### src/rtl/sc_io_ctrl.sv
// sc_io_ctrl: memory-mapped I/O block for a single-cycle CPU.
// Word map (addr[7]=1 selects I/O, idx = addr[6:2]):
//   0..N_OUT-1   output registers (read/write)
//   8..8+N_IN-1  synchronised inputs (read-only)
//   16           CHG status, sticky change flags (read-only)
//   17           CHG clear, write-1-to-clear (reads 0)
//   18           IRQ mask (only when SC_IO_IRQ_EN is defined)
// Optional feature macro: SC_IO_IRQ_EN adds the mask register and the irq flop;
// without it irq is tied low and idx 18 reads 0 / ignores writes.
module sc_io_ctrl #(
  parameter int DATA_W = 32,
  parameter int N_OUT  = 3,
  parameter int N_IN   = 2
) (
  input  logic                     clock,
  input  logic                     reset,
  input  logic [31:0]              addr,
  input  logic [DATA_W-1:0]        wdata,
  input  logic                     we,
  input  logic [N_IN*DATA_W-1:0]   in_ports,
  output logic [N_OUT*DATA_W-1:0]  out_ports,
  output logic [DATA_W-1:0]        rdata,
  output logic                     io_sel,
  output logic                     irq
);

  localparam int IDX_IN   = 8;
  localparam int IDX_CHG  = 16;
  localparam int IDX_CLR  = 17;
  localparam int IDX_MASK = 18;

  logic [4:0]               idx;
  logic                     wr_en;
  logic [31:0]              wdata_ext;
  logic [DATA_W-1:0]        out_regs [N_OUT];
  logic [N_IN*DATA_W-1:0]   s1;
  logic [N_IN*DATA_W-1:0]   s2;
  logic [N_IN*DATA_W-1:0]   s3;
  logic [2:0]               live;
  logic [N_IN-1:0]          chg;
  logic [N_IN-1:0]          chg_set;
  logic [N_IN-1:0]          chg_clr;
  logic                     unused_bits;

  assign io_sel    = addr[7];
  assign idx       = addr[6:2];
  assign wr_en     = we & addr[7];
  // Zero-extended store data so the N_IN-wide flag fields can always be sliced,
  // even when DATA_W is narrower than N_IN.
  assign wdata_ext = 32'(wdata);
  assign unused_bits = ^{addr[31:8], addr[1:0], wdata_ext};

  // Output port registers: written by stores that hit their word index.
  always_ff @(posedge clock or posedge reset) begin
    if (reset) begin
      for (int k = 0; k < N_OUT; k++) out_regs[k] <= '0;
    end else begin
      for (int k = 0; k < N_OUT; k++) begin
        if (wr_en && (int'(idx) == k)) out_regs[k] <= wdata;
        else                           out_regs[k] <= out_regs[k];
      end
    end
  end

  // Flatten the output registers onto the port bus.
  always_comb begin
    out_ports = '0;
    for (int k = 0; k < N_OUT; k++) out_ports[k*DATA_W +: DATA_W] = out_regs[k];
  end

  // Two-flop synchroniser, previous-sample register, and a warm-up shift that
  // marks when s3 holds a genuine post-reset sample.
  always_ff @(posedge clock or posedge reset) begin
    if (reset) begin
      s1   <= '0;
      s2   <= '0;
      s3   <= '0;
      live <= 3'b000;
    end else begin
      s1   <= in_ports;
      s2   <= s1;
      s3   <= s2;
      live <= {live[1:0], 1'b1};
    end
  end

  // Change detect per port, suppressed until both compared samples are real
  // so the reset-to-live transition never raises a flag; plus W1C decode.
  always_comb begin
    chg_set = '0;
    for (int k = 0; k < N_IN; k++) begin
      chg_set[k] = live[2] && (s2[k*DATA_W +: DATA_W] != s3[k*DATA_W +: DATA_W]);
    end
    if (wr_en && (int'(idx) == IDX_CLR)) chg_clr = wdata_ext[N_IN-1:0];
    else                                 chg_clr = '0;
  end

  // Sticky change flags; a set in the same cycle as a clear wins.
  always_ff @(posedge clock or posedge reset) begin
    if (reset) chg <= '0;
    else       chg <= (chg & ~chg_clr) | chg_set;
  end

`ifdef SC_IO_IRQ_EN
  logic [N_IN-1:0] mask;

  // Interrupt mask register and registered interrupt request.
  always_ff @(posedge clock or posedge reset) begin
    if (reset) begin
      mask <= '0;
      irq  <= 1'b0;
    end else begin
      if (wr_en && (int'(idx) == IDX_MASK)) mask <= wdata_ext[N_IN-1:0];
      else                                  mask <= mask;
      irq <= |(chg & mask);
    end
  end
`else
  assign irq = 1'b0;
`endif

  // Combinational read mux for the addressed I/O word; zero outside I/O space.
  always_comb begin
    rdata = '0;
    if (io_sel) begin
      for (int k = 0; k < N_OUT; k++) begin
        if (int'(idx) == k) rdata = out_regs[k];
      end
      for (int k = 0; k < N_IN; k++) begin
        if (int'(idx) == IDX_IN + k) rdata = s2[k*DATA_W +: DATA_W];
      end
      if (int'(idx) == IDX_CHG) rdata = DATA_W'(chg);
`ifdef SC_IO_IRQ_EN
      if (int'(idx) == IDX_MASK) rdata = DATA_W'(mask);
`endif
    end else begin
      rdata = '0;
    end
  end

endmodule
### config.mk
export PLATFORM = sky130hd
export DESIGN_NAME = sc_io_ctrl
export DESIGN_NICKNAME = d
export VERILOG_FILES = /design/src/rtl/sc_io_ctrl.sv
export SDC_FILE = /design/constraint.sdc
export NUM_CORES = 1
export LEC_CHECK = 0
export CORE_AREA = 2 2 177 179
export CTS_BUF_LIST = sky130_fd_sc_hd__clkbuf_4
export DETAILED_ROUTE_END_ITERATION = 10
export DIE_AREA = 0 0 179 181
export GPL_ROUTABILITY_DRIVEN = 0
export HOLD_SLACK_MARGIN = 0.06
export PLACE_DENSITY_LB_ADDON = 0.1
export SETUP_SLACK_MARGIN = 0.15
export SYNTH_ARGS = -nofsm -noshare
export SYNTH_HDL_FRONTEND = slang
export SYNTH_SLANG_ARGS = --single-unit
### constraint.sdc
create_clock -name clock -period 17.9 [get_ports clock]
set_input_delay 2.685 -clock clock [delete_from_list [all_inputs] [get_ports clock]]
set_output_delay 2.685 -clock clock [all_outputs]
set_load 0.01 [all_outputs]
==> run_results.csv, run 1 <==
group,metric,value,unit
outcome,status,"finished, final reports clean",
die,die_w,179,microns
final_layout,syn2layout_area_growth,35.1,%
setup_path,critical_path_peak_fanout,18,
setup_path,r2r.worst_path.cells,5,
clock_network,cts_tree,"yes",
place,dp_hpwl,19800,microns
yosys,yosys_warnings,0,
clock_network,clock_tree.buffer_depth,3,
final_layout,finalNetCount,1213,
yosys,seq_area_frac_synth,0.675,
setup_path,critPathMaxStageDelay,0.78,ns
route,routedWlPerCell,19.8,microns
die,initial_core_util,0.358,
setup_path,cpMaxStageDelayCell,"nor3b_4",
global_route,grt_max_degree,181,
sta,slew_headroom,0.275,
yosys,syn-cell-area,0.0109,sq mm
power_and_ir_drop,p_leak,0.00632,uW
power_and_ir_drop,vdd_ir_drop_max,53.2,uV
route,viasPerCell,4.82,
clock_network,cts-buffers-inserted,82,
die,io_pins,261,
sta,slew_violations,0,
final_layout,fin_cells,1541,
sta,fmax,117,MHz
setup_path,endpoint,"rdata[0]",
job,cap_violations,0,
setup_path,critPathLaunch,"addr[5]",
yosys,postSynthCellCount,797,
setup_path,arrival,5.89,ns
yosys,synth_edf_count,0,
route,num_vias,7423,
yosys,synth-main-ff-cell,"dfrtp_1",
setup_path,critPathCaptureType,"primary output",
final_layout,layout_common_cells,"dfrtp_1, clkdlybuf4s50_1, clkbuf_4",
clock_network,path_clk_slew,0.06,ns
worst_hold_path,holdPathStages,0,
place,numPortBuffers,233,
route,routed_wl,30500,microns
yosys,synth_seq_cells,293,
die,die_area,0.0324,sq mm
sta,fin_crit_sh,0.479,
die,coreArea,0.0303,sq mm
sta,worst_pin_slew,1.09,ns
yosys,syn_avg_cell_area,13.6,sq um
global_route,grt_overflow_total,0,
clock_network,postCtsSetupRepairBufs,0,
sta,rsz0062_at_grt,"no",
global_route,grt_pass1_vias,7808,
clock_network,cts_root_buffer,"clkbuf_4",
sta,min_period,8.57,ns
setup_path,r2r_start,"s2[9]",
sta,hold_viol_final,0,
setup_path,crit_chain,"clkdlybuf4s50_1 -> or3_1 -> nor3b_4 -> buf_4 -> nand2_1 -> a31oi_1 -> clkdlybuf4s50_1",
clock_network,cts_num_sinks,293,
yosys,synth_cell_type_count,32,
global_route,grt_usage,0.193,
die,die_y,181,microns
sta,finalSetupViolations,0,
setup_path,start_kind,"input pin",
place,dp.cells,1394,
setup_path,path_class,"in2out",
place,postPlaceCellArea,0.0136,sq mm
global_route,grt_pass1_wl,46800,microns
global_route,antenna_found_initial,3,
setup_path,cpMostUsedCell,"clkdlybuf4s50_1",
sta,setup_tns,0,ns
setup_path,required,15.21,ns
final_layout,stdcell_area,0.0147,sq mm
setup_path,reg2reg_to,"chg[0]",
die,rows,64,
route,drtPass1Iterations,4,
route,ant_nets,0,
clock_network,postCtsResizedCells,0,
worst_hold_path,hp-class,"reg2reg",
clock_network,cts_hold_buf,0,
final_layout,drive_above_1_share,0.189,
route,drc_errors,0,
yosys,synthArstFlopShare,1.00,
route,drt_iter0_markers,346,
clock_network,h-tree-depth,3,
clock_network,clk_latency,0.69,ns
sta,skew,0.0400,ns
setup_path,r2r_setup_slack,16.11,ns
final_layout,mostFrequentLayoutCell,"dfrtp_1",
yosys,synth_fp_nets,928,
power_and_ir_drop,power.density,107,mW/mm^2
## sequential cells by signal, indices dropped and copies added (netlist names)
register / flops
out_ports: 96
s1: 64
live: 3
s3: 64
chg: 2
s2: 64
## worst min path at each step
| stage | slack (ns) | startpoint | end |
|---|---|---|---|
| 2_1_floorplan | 0.33 | live[0] | live[1] |
| 3_5_place_dp | 0.33 | live[0] | live[1] |
| 3_3_place_gp | 0.33 | live[1] | live[2] |
| 4_1_cts | 0.33 | s1[54] | s2[54] |
| 5_1_grt | 0.34 | s1[54] | s2[54] |
| 6_report | 0.33 | s1[4] | s2[4] |
## Yosys cell counts (2+ instances only)
cell type  instances  area share
mux2_2            66       0.068
clkbuf_1          25      0.0086
conb_1             2     0.00069
buf_6              3      0.0031
o22ai_1           30       0.017
nand3_1            2     0.00092
xor2_1            64       0.052
o21ai_0           66       0.030
nor4_1            16      0.0092
inv_1              2     0.00069
nor3_1             3      0.0014
buf_1              2     0.00069
dfrtp_1          293        0.68
buf_2              9      0.0041
a31oi_1           32       0.018
nand2_1           99       0.034
mux2_1            30       0.031
buf_4              3      0.0021
mux2i_1           31       0.029
nand4_1            5      0.0029
nor2_1             3      0.0010
## where the power goes
group | internal (uW) | switching [uW]
Sequential | 714 | 41.3
Combinational | 109 | 81.3
Clock | 350 | 274
## metal layers
| layer | global-route usage | routed length, microns |
|---|---|---|
| met1 | 0.266 | 13900 |
| met2 | 0.292 | 13900 |
| met3 | 0.0522 | 2010 |
| met4 | 0.0676 | 628 |
| met5 | 0 | 26 |
## cells by family after synthesis
family,share of synthesized area
mux,0.130
xor+xnor,0.0516
compound gates,0.0669
flops,0.675
buf+inv,0.0194
other cells,0.000692
simple gates,0.0560
## critical path: cells and delay by family
kind,cells,cell delay (ns)
compound gates,1,0.25
buf+inv,3,1.56
simple gates,3,1.39
## through the flow
step | power, uW | hold slack, ns | util | setup WS (ns)
4_1_cts | 1600 | 0.330 | 0.483 | 9.30
3_3_place_gp | 958 | 0.331 | 0.448 | 9.28
5_1_grt | 1650 | 0.343 | 0.484 | 9.16
6_report | 1570 | 0.331 | 0.484 | 9.33
3_5_place_dp | 960 | 0.335 | 0.448 | 9.30
2_1_floorplan | 840 | 0.331 | - | 7.12
## final cells by class
class | count | area (sq um)
Antenna cell | 1 | 2.50
Clock buffer | 127 | 953
Clock inverter | 19 | 128
Fill cell | 2763 | 15700
Inverter | 2 | 15.0
Multi-Input combinational cell | 460 | 3340
Sequential cell | 293 | 7330
Tap cell | 396 | 495
Timing Repair Buffer | 243 | 2410
No activity file was read; power rests on OpenSTA's default activity.
==> run 2: changes to the inputs <==
- clock period: 17.9 -> 8.6 ns (I/O delays scaled with it)
==> run 2 against run 1 <==
Cell area shrank 0.69%. Critical endpoint unchanged. First-iteration DRC count is 17% lower. Largest power group unchanged. Power rose by 100%.
==> run_results.csv, run 2 (synthesized netlist as in run 1, its figures left out) <==
group,metric,value,unit
outcome,status,"finished, final reports clean",
setup_path,required,7.31,ns
die,die_y,181,microns
die,io_pins,261,
die,initial_core_util,0.358,
clock_network,cts-buffers-inserted,80,
die,die_w,179,microns
final_layout,finalNetCount,1214,
power_and_ir_drop,vdd_ir_drop_max,98.6,uV
setup_path,critPathCaptureType,"primary output",
sta,slew_violations,0,
route,viasPerCell,4.79,
final_layout,stdcell_area,0.0146,sq mm
sta,hold_viol_final,0,
sta,finalSetupViolations,0,
die,coreArea,0.0303,sq mm
clock_network,cts_hold_buf,0,
final_layout,mostFrequentLayoutCell,"dfrtp_1",
sta,worst_pin_slew,1.08,ns
sta,slew_headroom,0.279,
final_layout,fin_util,0.480,
global_route,grt_pass1_vias,7611,
global_route,grt_max_degree,154,
route,drc_errors,0,
clock_network,postCtsSetupRepairBufs,0,
job,cap_violations,0,
clock_network,cts_root_buffer,"clkbuf_4",
clock_network,cts_tree,"yes",
sta,fmax,171,MHz
die,rows,64,
global_route,antenna_found_initial,3,
sta,min_period,5.84,ns
final_layout,seq_area,0.00733,sq mm
route,drtPass1Iterations,4,
setup_path,arrival,4.55,ns
final_layout,syn2layout_area_growth,34.2,%
power_and_ir_drop,p_leak,0.00625,uW
final_layout,multi_input_area,0.00334,sq mm
clock_network,clk_latency,0.67,ns
global_route,grt_pass1_wl,45600,microns
clock_network,path_clk_slew,0.06,ns
setup_path,critical_path_peak_fanout,18,
global_route,grt_overflow_total,0,
clock_network,clock_tree.buffer_depth,3,
sta,rsz0062_at_grt,"no",
global_route,grt_usage,0.189,
die,die_area,0.0324,sq mm
final_layout,largest_reg_flops,96,
power_and_ir_drop,power.density,216,mW/mm^2
route,num_vias,7326,
final_layout,drive_above_1_share,0.184,
route,routedWlPerCell,19.8,microns
place,dp_hpwl,20000,microns
clock_network,postCtsResizedCells,0,
route,ant_nets,0,
sta,setup_tns,0,ns
final_layout,fill_cells,2821,
final_layout,layout_common_cells,"dfrtp_1, clkdlybuf4s50_1, clkbuf_4",
place,numPortBuffers,233,
clock_network,h-tree-depth,3,
clock_network,cts_num_sinks,293,
worst_hold_path,hp-class,"reg2reg",
sta,skew,0.0485,ns
setup_path,start_kind,"input pin",
place,postPlaceCellArea,0.0136,sq mm
route,routed_wl,30300,microns
sta,fin_crit_sh,0.679,
route,drt_iter0_markers,286,
setup_path,path_class,"in2out",
-- run 2: metrics by stage --
step / setup slack [ns] / power (uW) / std cells / hold WS [ns]
2_1_floorplan: 3.42 / 1750 / 797 / 0.331
3_3_place_gp: 2.74 / 1990 / 1396 / 0.331
3_5_place_dp: 2.76 / 2000 / 1396 / 0.335
4_1_cts: 2.75 / 3210 / 1523 / 0.289
5_1_grt: 2.63 / 3310 / 1526 / 0.305
6_report: 2.76 / 3140 / 1528 / 0.322
-- run 2: layout make-up --
type,instances,share of cell area
multi-input combinational,460,0.229
tap,396,0.0340
inverter,2,0.000773
antenna,4,0.000687
sequential,293,0.503
timing repair buffer,246,0.168
clock inverter,14,0.00670
clock buffer,113,0.0582
-- run 2: path summary, 6_finish.rpt --
check	startpoint	end	slack [ns]	cells past startpoint
worst min register to register	s1[26]	s2[26]	0.32	0
worst max-delay path	addr[5]	rdata[0]	2.76	7
min in group asynchronous	reset	out_ports[49]	1.16	3
max in group asynchronous	reset	out_ports[16]	5.93	4
worst max register to register	s2[47]	chg[1]	6.79	5
worst min-delay path	s1[26]	s2[26]	0.32	0
-- run 2: layer usage --
layer / track usage / up-vias / routed length, microns
met1: 0.259 / 3635 / 13800
met5: 0 / - / 0
met3: 0.0497 / 48 / 1970
met2: 0.292 / 229 / 14000
met4: 0.0608 / 0 / 512
li1: - / 3414 / -
-- run 2: where the power goes --
group          switching (uW)  internal, uW  leakage (uW)  total, uW
Combinational             169           227       0.00212        396
Sequential               85.0          1490       0.00357       1570
Clock                     549           629      0.000564       1180
Total                     803          2340       0.00625       3140
-- run 2: worst max-delay path: stages --
cell and delay (ns):
clkdlybuf4s50_1 0.56, or3_1 0.53, nor3b_4 0.80, buf_4 0.42, nand2_1 0.10, a31oi_1 0.24, clkdlybuf4s50_1 0.58
